`src/rtl/quantized_packer.sv`:
```
// Densely packs variable-width quantized values LSB-first into OUT_WIDTH-bit words.
// Push interface with no backpressure; a flush drains a partial word, deferring it by one cycle if a full word goes out first.
module quantized_packer #(
    parameter int MAX_BITWIDTH_QUANTIZED_DATA = 16,
    parameter int OUT_WIDTH                   = 32
) (
    input  logic                                       clk,
    input  logic                                       rst,
    input  logic                                       value_rdy,
    input  logic [$clog2(MAX_BITWIDTH_QUANTIZED_DATA):0] bitwidth,
    input  logic [MAX_BITWIDTH_QUANTIZED_DATA-1:0]     value,
    input  logic                                       flush,
    output logic                                       word_rdy,
    output logic [OUT_WIDTH-1:0]                       word,
    output logic [$clog2(OUT_WIDTH):0]                 word_bits,
    output logic [31:0]                                word_count,
    output logic                                       err,
    output logic [1:0]                                 fsm_state
);

    localparam int MAXW   = MAX_BITWIDTH_QUANTIZED_DATA;
    localparam int BW_W   = $clog2(MAXW) + 1;
    localparam int FILL_W = $clog2(OUT_WIDTH);
    localparam int WB_W   = FILL_W + 1;
    localparam int NW     = WB_W + 1;
    localparam int W2     = 2 * OUT_WIDTH;

    typedef enum logic [1:0] {
        S_EMPTY      = 2'd0,
        S_PARTIAL    = 2'd1,
        S_FLUSH_PEND = 2'd2
    } state_t;

    state_t               state_q, state_d;
    logic [OUT_WIDTH-1:0] acc_q, acc_d;
    logic [FILL_W-1:0]    fill_q, fill_d;
    logic                 err_q, err_d;
    logic                 word_rdy_q;
    logic [OUT_WIDTH-1:0] word_q;
    logic [WB_W-1:0]      word_bits_q;
    logic [31:0]          word_count_q;

    logic                 legal, accept, emit, pend;
    logic [MAXW-1:0]      v_masked;
    logic [OUT_WIDTH-1:0] emit_word, base_acc, acc_new;
    logic [WB_W-1:0]      emit_bits;
    logic [FILL_W-1:0]    base_fill, fill_new;
    logic [NW-1:0]        n;
    logic [W2-1:0]        wide;

    assign legal    = (bitwidth != '0) && (bitwidth <= BW_W'(MAXW));
    assign accept   = value_rdy && legal;
    assign v_masked = value & ~({MAXW{1'b1}} << bitwidth);

    always_comb begin
        emit      = 1'b0;
        emit_word = '0;
        emit_bits = '0;
        pend      = 1'b0;
        err_d     = err_q | (value_rdy & ~legal);
        base_acc  = acc_q;
        base_fill = fill_q;
        // A deferred flush drains the leftover first; this cycle's value starts a fresh word.
        if (state_q == S_FLUSH_PEND) begin
            emit      = 1'b1;
            emit_word = acc_q;
            emit_bits = WB_W'(fill_q);
            base_acc  = '0;
            base_fill = '0;
        end
        n        = NW'(base_fill) + NW'(bitwidth);
        wide     = {{OUT_WIDTH{1'b0}}, base_acc} | (W2'(v_masked) << base_fill);
        acc_new  = base_acc;
        fill_new = base_fill;
        if (accept) begin
            if (n >= NW'(OUT_WIDTH)) begin
                emit      = 1'b1;
                emit_word = wide[OUT_WIDTH-1:0];
                emit_bits = WB_W'(OUT_WIDTH);
                acc_new   = wide[W2-1:OUT_WIDTH];
                fill_new  = FILL_W'(n - NW'(OUT_WIDTH));
            end else begin
                acc_new  = wide[OUT_WIDTH-1:0];
                fill_new = FILL_W'(n);
            end
        end
        if (flush && (fill_new != '0)) begin
            if (emit) begin
                pend = 1'b1;
            end else begin
                emit      = 1'b1;
                emit_word = acc_new;
                emit_bits = WB_W'(fill_new);
                acc_new   = '0;
                fill_new  = '0;
            end
        end
        acc_d   = acc_new;
        fill_d  = fill_new;
        state_d = pend ? S_FLUSH_PEND : ((fill_new == '0) ? S_EMPTY : S_PARTIAL);
    end

    always_ff @(posedge clk) begin
        if (rst) begin
            state_q      <= S_EMPTY;
            acc_q        <= '0;
            fill_q       <= '0;
            err_q        <= 1'b0;
            word_rdy_q   <= 1'b0;
            word_q       <= '0;
            word_bits_q  <= '0;
            word_count_q <= '0;
        end else begin
            state_q    <= state_d;
            acc_q      <= acc_d;
            fill_q     <= fill_d;
            err_q      <= err_d;
            word_rdy_q <= emit;
            if (emit) begin
                word_q       <= emit_word;
                word_bits_q  <= emit_bits;
                word_count_q <= word_count_q + 32'd1;
            end
        end
    end

    assign word_rdy   = word_rdy_q;
    assign word       = word_q;
    assign word_bits  = word_bits_q;
    assign word_count = word_count_q;
    assign err        = err_q;
    assign fsm_state  = state_q;

endmodule

```
`config.mk`:
```
export PLATFORM = sky130hd
export DESIGN_NAME = quantized_packer
export DESIGN_NICKNAME = d
export VERILOG_FILES = /design/src/rtl/quantized_packer.sv
export SDC_FILE = /design/constraint.sdc
export NUM_CORES = 1
export LEC_CHECK = 0
export CORE_UTILIZATION = 57
export CTS_CLUSTER_SIZE = 24
export DETAILED_ROUTE_END_ITERATION = 8
export PLACE_DENSITY_LB_ADDON = 0.05
export SYNTH_ARGS = -nofsm -noshare
export SYNTH_HDL_FRONTEND = slang
export SYNTH_SLANG_ARGS = --single-unit
```
`constraint.sdc`:
```
create_clock -name clk -period 4.7 [get_ports clk]
set_input_delay 1.175 -clock clk [delete_from_list [all_inputs] [get_ports clk]]
set_output_delay 1.175 -clock clk [all_outputs]
set_load 0.1 [all_outputs]
```
==> metrics, run 1 <==
CP max stage delay=780 ps; worst-path fanout max=13; fillers=1,111; Critical Path Sink Type=flop; WP data required=4980 ps; ANT cells=0; CTS H-tree lvls=3; Core ar.=13,200 µm²; commonest non-fill, non-tap cell in the layout=dfxtp_1; Slew HR=31.7%; final clock skew=7.62 ps; Synth Register Bits=111; slew of the pin with the lowest slew margin=1020 ps; detailed placer's ending HPWL=20,100 µm; proportion of layout cells with a drive suffix above 1=13.6%; die area=14,100 µm²; crit path DAT=4450 ps; clock buffer depth=2; Final Util=70.4%; min cycle time layout=4180 ps; Synth Flop Type=dfxtp_1; Clk Latency, worst-skew pair=360 ps; Vias=8,606; GR Util All Layers=39.2%; die width=119 µm; IO Port Bufs=98; maxcap violations=0; Crit Path Category=primary input to flop; grt total ovfl=0; EDFF count, synth=0; Crit-path slowest cell=clkdlybuf4s50_1; CTS tree=built; Ys Warns=0; Area growth syn-to-layout=20.4%; Hold Path Class=flop to flop; worst vdd ir=330 µV; crit start category=primary input; Resize count post-CTS=0; initial DRC count=1,178; synthesized netlist cell count=985; Pre-antenna DRT Iters=6; sequential share of the synthesized area=28.7%; RSZ-0062 raised after global routing=false; root buf cell=clkbuf_16; largest net degree at the start of global routing=57; total power divided by cell area=313 nW/µm²; number of placement rows=42; final setup TNS=0 ps; setup violators final=0; Final Routed Wirelength=27,900 µm; Post-Syn Area=7750 µm²; Max Clk Rate=0.239 GHz; Num CTS Buffers=9; outcome=completed; GP Congestion=1.01; wire per inst=22.4 µm; Synth area leaders=dfxtp_1 (29%), nor2_1 (5.2%), mux2_2 (4.8%); top-area cell type share of the netlist area=28.7%; # clock sinks=111; Tcrit/Tclk final=88.9%; Lkg Pwr=3.33 nW; Mapped Nets=1,014; via-per-instance ratio=6.91; post-detailed-route count of antenna-violating nets=0; hold_buf cts=0; Clock Pin Slew Worst Setup and Hold Paths=80 ps; ys async rst share=0%; final number of hold-violating endpoints=0; Post-CTS Setup Bufs=0; Ports=99; synth unique cells=84; initial antenna violation count=0; Starting Density=58.5%; first-pass GRT wire length=43,300 µm; Die H=119 µm; DR DRC count=0; Layout Nets=1,094; most frequent cells in the layout=dfxtp_1 (111), nor2_1 (107), clkdlybuf4s50_1 (97); number of global-route vias before repair=7,851; area leader, netlist=dfxtp_1; fin. max-slew vios=0; CP cell instances=clkdlybuf4s50_1 > o21ai_0 > or2_2 > o21ai_0 > mux2i_1 > nor4_1 > o21a_1 > nor4_1 > o32ai_1; Avg Synthesized Cell Area=7.87 µm²
[final timing paths]
path                                  start   endpoint  slack (ps)  depth (start not counted)
worst max-delay path            bitwidth[4]   word[23]         520                          9
worst min-delay path              acc_q[22]  acc_q[22]         460                          1
worst max register to register    fill_q[1]   word[11]         980                          9
worst min register to register    acc_q[22]  acc_q[22]         460                          1
[cell type report]
type | count | area [µm²] | area share [%]
flip-flops and latches | 111 | 2220 | 23.8
inverters | 17 | 63.8 | 0.684
clock inverters | 6 | 82.6 | 0.885
well taps | 176 | 220 | 2.36
repair buffers | 155 | 1440 | 15.5
multi-input cells | 771 | 5060 | 54.2
clock buffers | 10 | 239 | 2.56
[routing by layer]
| layer | up-vias | track usage (%) | wire length [µm] | part of all wire [%] |
|---|---|---|---|---|
| met5 | - | 0 | 0 | 0 |
| met4 | 0 | 18.0 | 1360 | 4.9 |
| met3 | 103 | 8.30 | 3180 | 11 |
| met1 | 4010 | 52.4 | 11400 | 41 |
| met2 | 599 | 60.1 | 12000 | 43 |
| li1 | 3894 | - | - | - |
[through the flow]
stage / area, µm² / setup slack, ps / cells / hold slack [ps] / power (W)
floorplan: 7750 / 430 / 985 / 425 / 0.00177
global placement: 9010 / 316 / 1230 / 434 / 0.00206
detailed placement: 9010 / 288 / 1230 / 446 / 0.00206
CTS: 9330 / 653 / 1246 / 460 / 0.00289
global route: 9330 / 357 / 1246 / 484 / 0.00299
finish: 9330 / 521 / 1246 / 462 / 0.00292
[where the power goes]
part,leakage (nW),internal (W),switching (W)
sequential,0.901,0.000993,0.0000374
combinational,2.28,0.000304,0.000738
clock,0.155,0.000444,0.000401
[synth_stat cells, drive strengths merged, types with 18 or more instances]
cell type,instances
clkbuf,44
dfxtp,111
nand3,20
o21ai,49
o211ai,19
o31ai,18
buf,42
mux2,34
nor2,107
nor3,44
a31oi,18
nand2,79
a21oi,70
nor2b,32
[registers in the layout, summed over array words and instances (netlist names)]
signal and count:
acc_q 32, err 1, fill_q 5, fsm_state 2
word 32, word_bits 6, word_count 32, word_rdy 1
[critical path, delay by kind of cell]
family                 cells  cell delay, ps
muxes                      1             350
and+or+nand+nor            3             890
AOI/OAI and AO/OA          4            1260
buffers and inverters      1             780
[kinds of logic after synthesis]
family                   after synthesis  share of synthesized area, %
multiplexers                          52                          8.12
adder cells (fa/ha/maj)                4                         0.646
AO/OA/AOI/OAI                        344                          32.2
AND/OR/NAND/NOR                      361                          22.7
flip-flops                           111                          28.7
buffers and inverters                103                          6.20
XOR/XNOR                              10                          1.37
(Power assumes the default switching activity.)
==> run 2: changes to the inputs <==
Settings changed: CORE_UTILIZATION 57 to 58, CTS_BUF_LIST set to sky130_fd_sc_hd__clkbuf_4.
==> metrics, run 2 (synthesized netlist as in run 1, its figures left out) <==
outcome=completed; met2 usage=60.4%; GR Util met3=8.72%; root buf cell=clkbuf_4; die width=118 µm; pre-CTS setup slack=267 ps; first-pass GRT wire length=42,600 µm; Pre-antenna DRT Iters=6; setup violators final=0; proportion of layout cells with a drive suffix above 1=13.3%; number of placement rows=41; slew of the pin with the lowest slew margin=1020 ps; clock buffer depth=2; R2R cell count=13; R2R Path End=word[30]; Crit Path Category=primary input to flop; Num CTS Buffers=9; Die H=118 µm; Post-CTS Setup Bufs=0; Lkg Pwr=3.25 nW; hold_buf cts=0; worst setup margin=724 ps; Hold Path Depth=2; R2R Setup Slk=990 ps; die area=13,800 µm²; GR Util All Layers=38.9%; Layout Nets=1,092; Hold Path Class=flop to flop; crit start category=primary input; crit path DAT=4370 ps; maxcap violations=0; initial DRC count=1,179; reg2reg start=fsm_state[0]; initial antenna violation count=0; Clk Latency, worst-skew pair=510 ps; HP Start=acc_q[17]; WP data required=5090 ps; Tcrit/Tclk final=84.6%; fin. max-slew vios=0; DR DRC count=0; Critical Path Sink Type=flop; grt total ovfl=0; Core ar.=12,800 µm²; Resize count post-CTS=0; total power divided by cell area=287 nW/µm²; Ports=99; Area growth syn-to-layout=17.9%; Slew HR=31.4%; most frequent cells in the layout=dfxtp_1 (111), nor2_1 (107), clkdlybuf4s50_1 (97); CTS H-tree lvls=3; CP Launch Point=bitwidth[2]; RSZ-0062 raised after global routing=false; WHS Endpoint=acc_q[17]; commonest non-fill, non-tap cell in the layout=dfxtp_1; min cycle time layout=3980 ps; fillers=1,082; worst vdd ir=259 µV; final number of hold-violating endpoints=0; IO Port Bufs=98; number of global-route vias before repair=7,792; final clock skew=16.0 ps; grt met1 use=50.7%; Max Clk Rate=0.252 GHz; detailed placer's ending HPWL=19,400 µm; CTS tree=built; post-detailed-route count of antenna-violating nets=0; Vias=8,613; via-per-instance ratio=6.95; Starting Density=60.4%; Clock Pin Slew Worst Setup and Hold Paths=160 ps; Final Routed Wirelength=27,400 µm; GP Congestion=1.03; ANT cells=0; most used routing layer=met2; largest net degree at the start of global routing=85; worst-path fanout max=12; wire per inst=22.1 µm; final setup TNS=0 ps; # clock sinks=111
run 2: worst max-delay path by stage:
stage / cells after the start / slack (ps) / to
5_1_grt: 10 / 590 / word[7]
2_1_floorplan: 17 / 430 / word_count[4]
3_5_place_dp: 11 / 270 / acc_q[20]
3_3_place_gp: 11 / 290 / word[30]
4_1_cts: 11 / 790 / acc_q[20]
6_report: 10 / 720 / word[7]
run 2: critical path: stages:
cell	delay, ps
clkdlybuf4s50_1	620
buf_4	290
o31a_1	250
o2111ai_1	280
o21ai_0	340
mux2_2	380
a21boi_0	350
nor3_1	160
o41ai_2	390
a21oi_1	140
run 2: per-stage QoR:
step                power, W  instances  instance area (µm²)  util, %  hold WS [ps]
finish               0.00263       1240                 9140     71.2           469
global route         0.00271       1240                 9140     71.2           486
CTS                  0.00261       1240                 9140     71.2           468
detailed placement   0.00206       1224                 8970     70.0           447
global placement     0.00206       1224                 8970     70.0           434
floorplan            0.00177        985                 7750        -           425
run 2: power breakdown:
part | switching, W | total [W] | internal, W
combinational | 0.000734 | 0.00104 | 0.000304
clock | 0.000329 | 0.000558 | 0.000229
sequential | 0.0000357 | 0.00103 | 0.000995
run 2: final cells by class:
class / instances / area (µm²) / share of cell area [%]
Tap cell: 172 / 215 / 2.36
Inverter: 17 / 63.8 / 0.698
Clock buffer: 11 / 82.6 / 0.904
Timing Repair Buffer: 153 / 1410 / 15.5
Sequential cell: 111 / 2220 / 24.3
Multi-Input combinational cell: 771 / 5060 / 55.4
Clock inverter: 5 / 81.3 / 0.890
run 2: per-layer routing:
layer  part of all wire (%)  up-vias
li1                       -     3882
met1                     41     4065
met2                     44      566
met3                     11      100
met4                    4.5        0
met5                      0        -
==> run 3: changes to the inputs <==
Settings changed: CORE_UTILIZATION 58 to 52.
Clock period 4.7 ns to 3.5 ns, I/O delays scaled along.
==> metrics, run 3 (synthesized netlist as in run 1, its figures left out) <==
Ports=99; WHS Endpoint=word[16]; number of placement rows=44; proportion of layout cells with a drive suffix above 1=30.8%; # clock sinks=111; commonest non-fill, non-tap cell in the layout=buf_4; most frequent cells in the layout=buf_4 (266), dfxtp_1 (109), nor2_1 (107); post-detailed-route count of antenna-violating nets=0; Vias=9,043; CTS H-tree lvls=3; die width=124 µm; Hold Path Class=flop to flop; root buf cell=clkbuf_4; setup violators final=0; maxcap violations=0; pre-CTS setup slack=-429 ps; wire per inst=21.1 µm; grt total ovfl=0; crit path DAT=3840 ps; total power divided by cell area=356 nW/µm²; R2R Setup Slk=400 ps; Crit Path Category=primary input to flop; slew of the pin with the lowest slew margin=847 ps; Hold Path Depth=2; worst vdd ir=306 µV; reg2reg start=fsm_state[0]; final clock skew=31.5 ps; worst-path fanout max=11; Core ar.=14,500 µm²; fillers=1,274; Layout Nets=1,239; final number of hold-violating endpoints=0; CTS tree=built; detailed placer's ending HPWL=22,300 µm; Final Util=70.4%; Area growth syn-to-layout=32.0%; die area=15,400 µm²; Final Routed Wirelength=29,500 µm; initial DRC count=1,107; Clk Latency, worst-skew pair=520 ps; ANT cells=0; DR DRC count=0; largest net degree at the start of global routing=50; fin. max-slew vios=0; Finished Cell Area=10,200 µm²; first-pass GRT wire length=44,600 µm; number of global-route vias before repair=8,112; initial antenna violation count=2; Slew HR=43.5%; via-per-instance ratio=6.46; Area after DPL=10,100 µm²; GP Congestion=0.967; RSZ-0062 raised after global routing=false; Critical Path Sink Type=flop; R2R Path End=word[30]; HP Start=acc_q[16]; clock buffer depth=2; Num CTS Buffers=9; final setup TNS=0 ps; Die H=124 µm; min cycle time layout=3410 ps; worst setup margin=85.1 ps; Max Clk Rate=0.293 GHz; Tcrit/Tclk final=97.6%; Starting Density=53.3%; WP data required=3930 ps; R2R cell count=13; Pre-antenna DRT Iters=5; outcome=completed; Lkg Pwr=4.14 nW; Clock Pin Slew Worst Setup and Hold Paths=200 ps; crit start category=primary input; IO Port Bufs=98; GR Util All Layers=38.6%
-- run 3: cell count changes in the layout (fill, tap and decap cells not counted), moves of 2 or more --
cell             before  now
o2111ai_1             5    3
bufinv_16             2    0
clkinv_2              0    2
buf_12                2   10
dfxtp_1             111  109
ha_1                  4    2
nand2_1              78   76
o2111ai_2             1    3
dfxtp_4               0    2
ha_4                  0    2
buf_4                53  266
clkbuf_4             11    9
clkdlybuf4s50_1      97   23
inv_6                 1    3
-- run 3: cell type report --
type | count | area (µm²) | share of cell area [%]
Inverter | 17 | 66.3 | 0.649
Clock inverter | 7 | 63.8 | 0.624
Clock buffer | 9 | 67.6 | 0.661
Tap cell | 184 | 230 | 2.25
Timing Repair Buffer | 300 | 2430 | 23.8
Multi-Input combinational cell | 771 | 5130 | 50.2
Sequential cell | 111 | 2230 | 21.8
-- run 3: worst max-delay path by stage --
stage / from / end / slack, ps / depth (start not counted)
global placement: bitwidth[1] / word_count[27] / -380 / 11
finish: bitwidth[1] / word[19] / 90 / 11
floorplan: fsm_state[0] / word_count[10] / 8 / 17
CTS: bitwidth[1] / word_count[15] / 130 / 11
detailed placement: bitwidth[1] / word_count[15] / -430 / 11
global route: bitwidth[1] / word_count[7] / 30 / 12
-- run 3: worst max-delay path, cell delays in order --
cell and delay [ps]:
clkdlybuf4s50_1 510, buf_4 230, o21a_1 200, o21ai_0 340, buf_4 190, mux2i_1 140
mux4_2 550, a21oi_1 270, o32ai_1 150, a32oi_1 260, o31ai_1 120
-- run 3: through the flow --
| step | instances | hold WS, ps | power [W] |
|---|---|---|---|
| floorplan | 985 | 425 | 0.00239 |
| global route | 1399 | 503 | 0.00379 |
| finish | 1399 | 477 | 0.00364 |
| global placement | 1382 | 434 | 0.00298 |
| CTS | 1398 | 477 | 0.00363 |
| detailed placement | 1382 | 448 | 0.00298 |
-- run 3: routing by layer --
layer | GRT usage (%) | wire [µm] | up-vias | part of all wire [%]
met4 | 18.1 | 1180 | 4 | 4.0
met2 | 59.8 | 13100 | 515 | 45
met3 | 9.48 | 3140 | 105 | 11
li1 | - | - | 4200 | -
met1 | 50.1 | 12000 | 4219 | 41
met5 | 0 | 22 | - | 0.075
-- run 3: timing repair --
| item | CTS | global route |
|---|---|---|
| buffers inserted | 0 | 1 |
| setup endpoints to repair | 0 | 4 |
| resized for setup | 0 | 2 |
| hold buffers | 0 | 0 |
-- run 3: where the power goes --
| part | switching (W) | internal (W) |
|---|---|---|
| combinational | 0.00104 | 0.000570 |
| clock | 0.000489 | 0.000163 |
| sequential | 0.0000485 | 0.00134 |
| total | 0.00158 | 0.00207 |
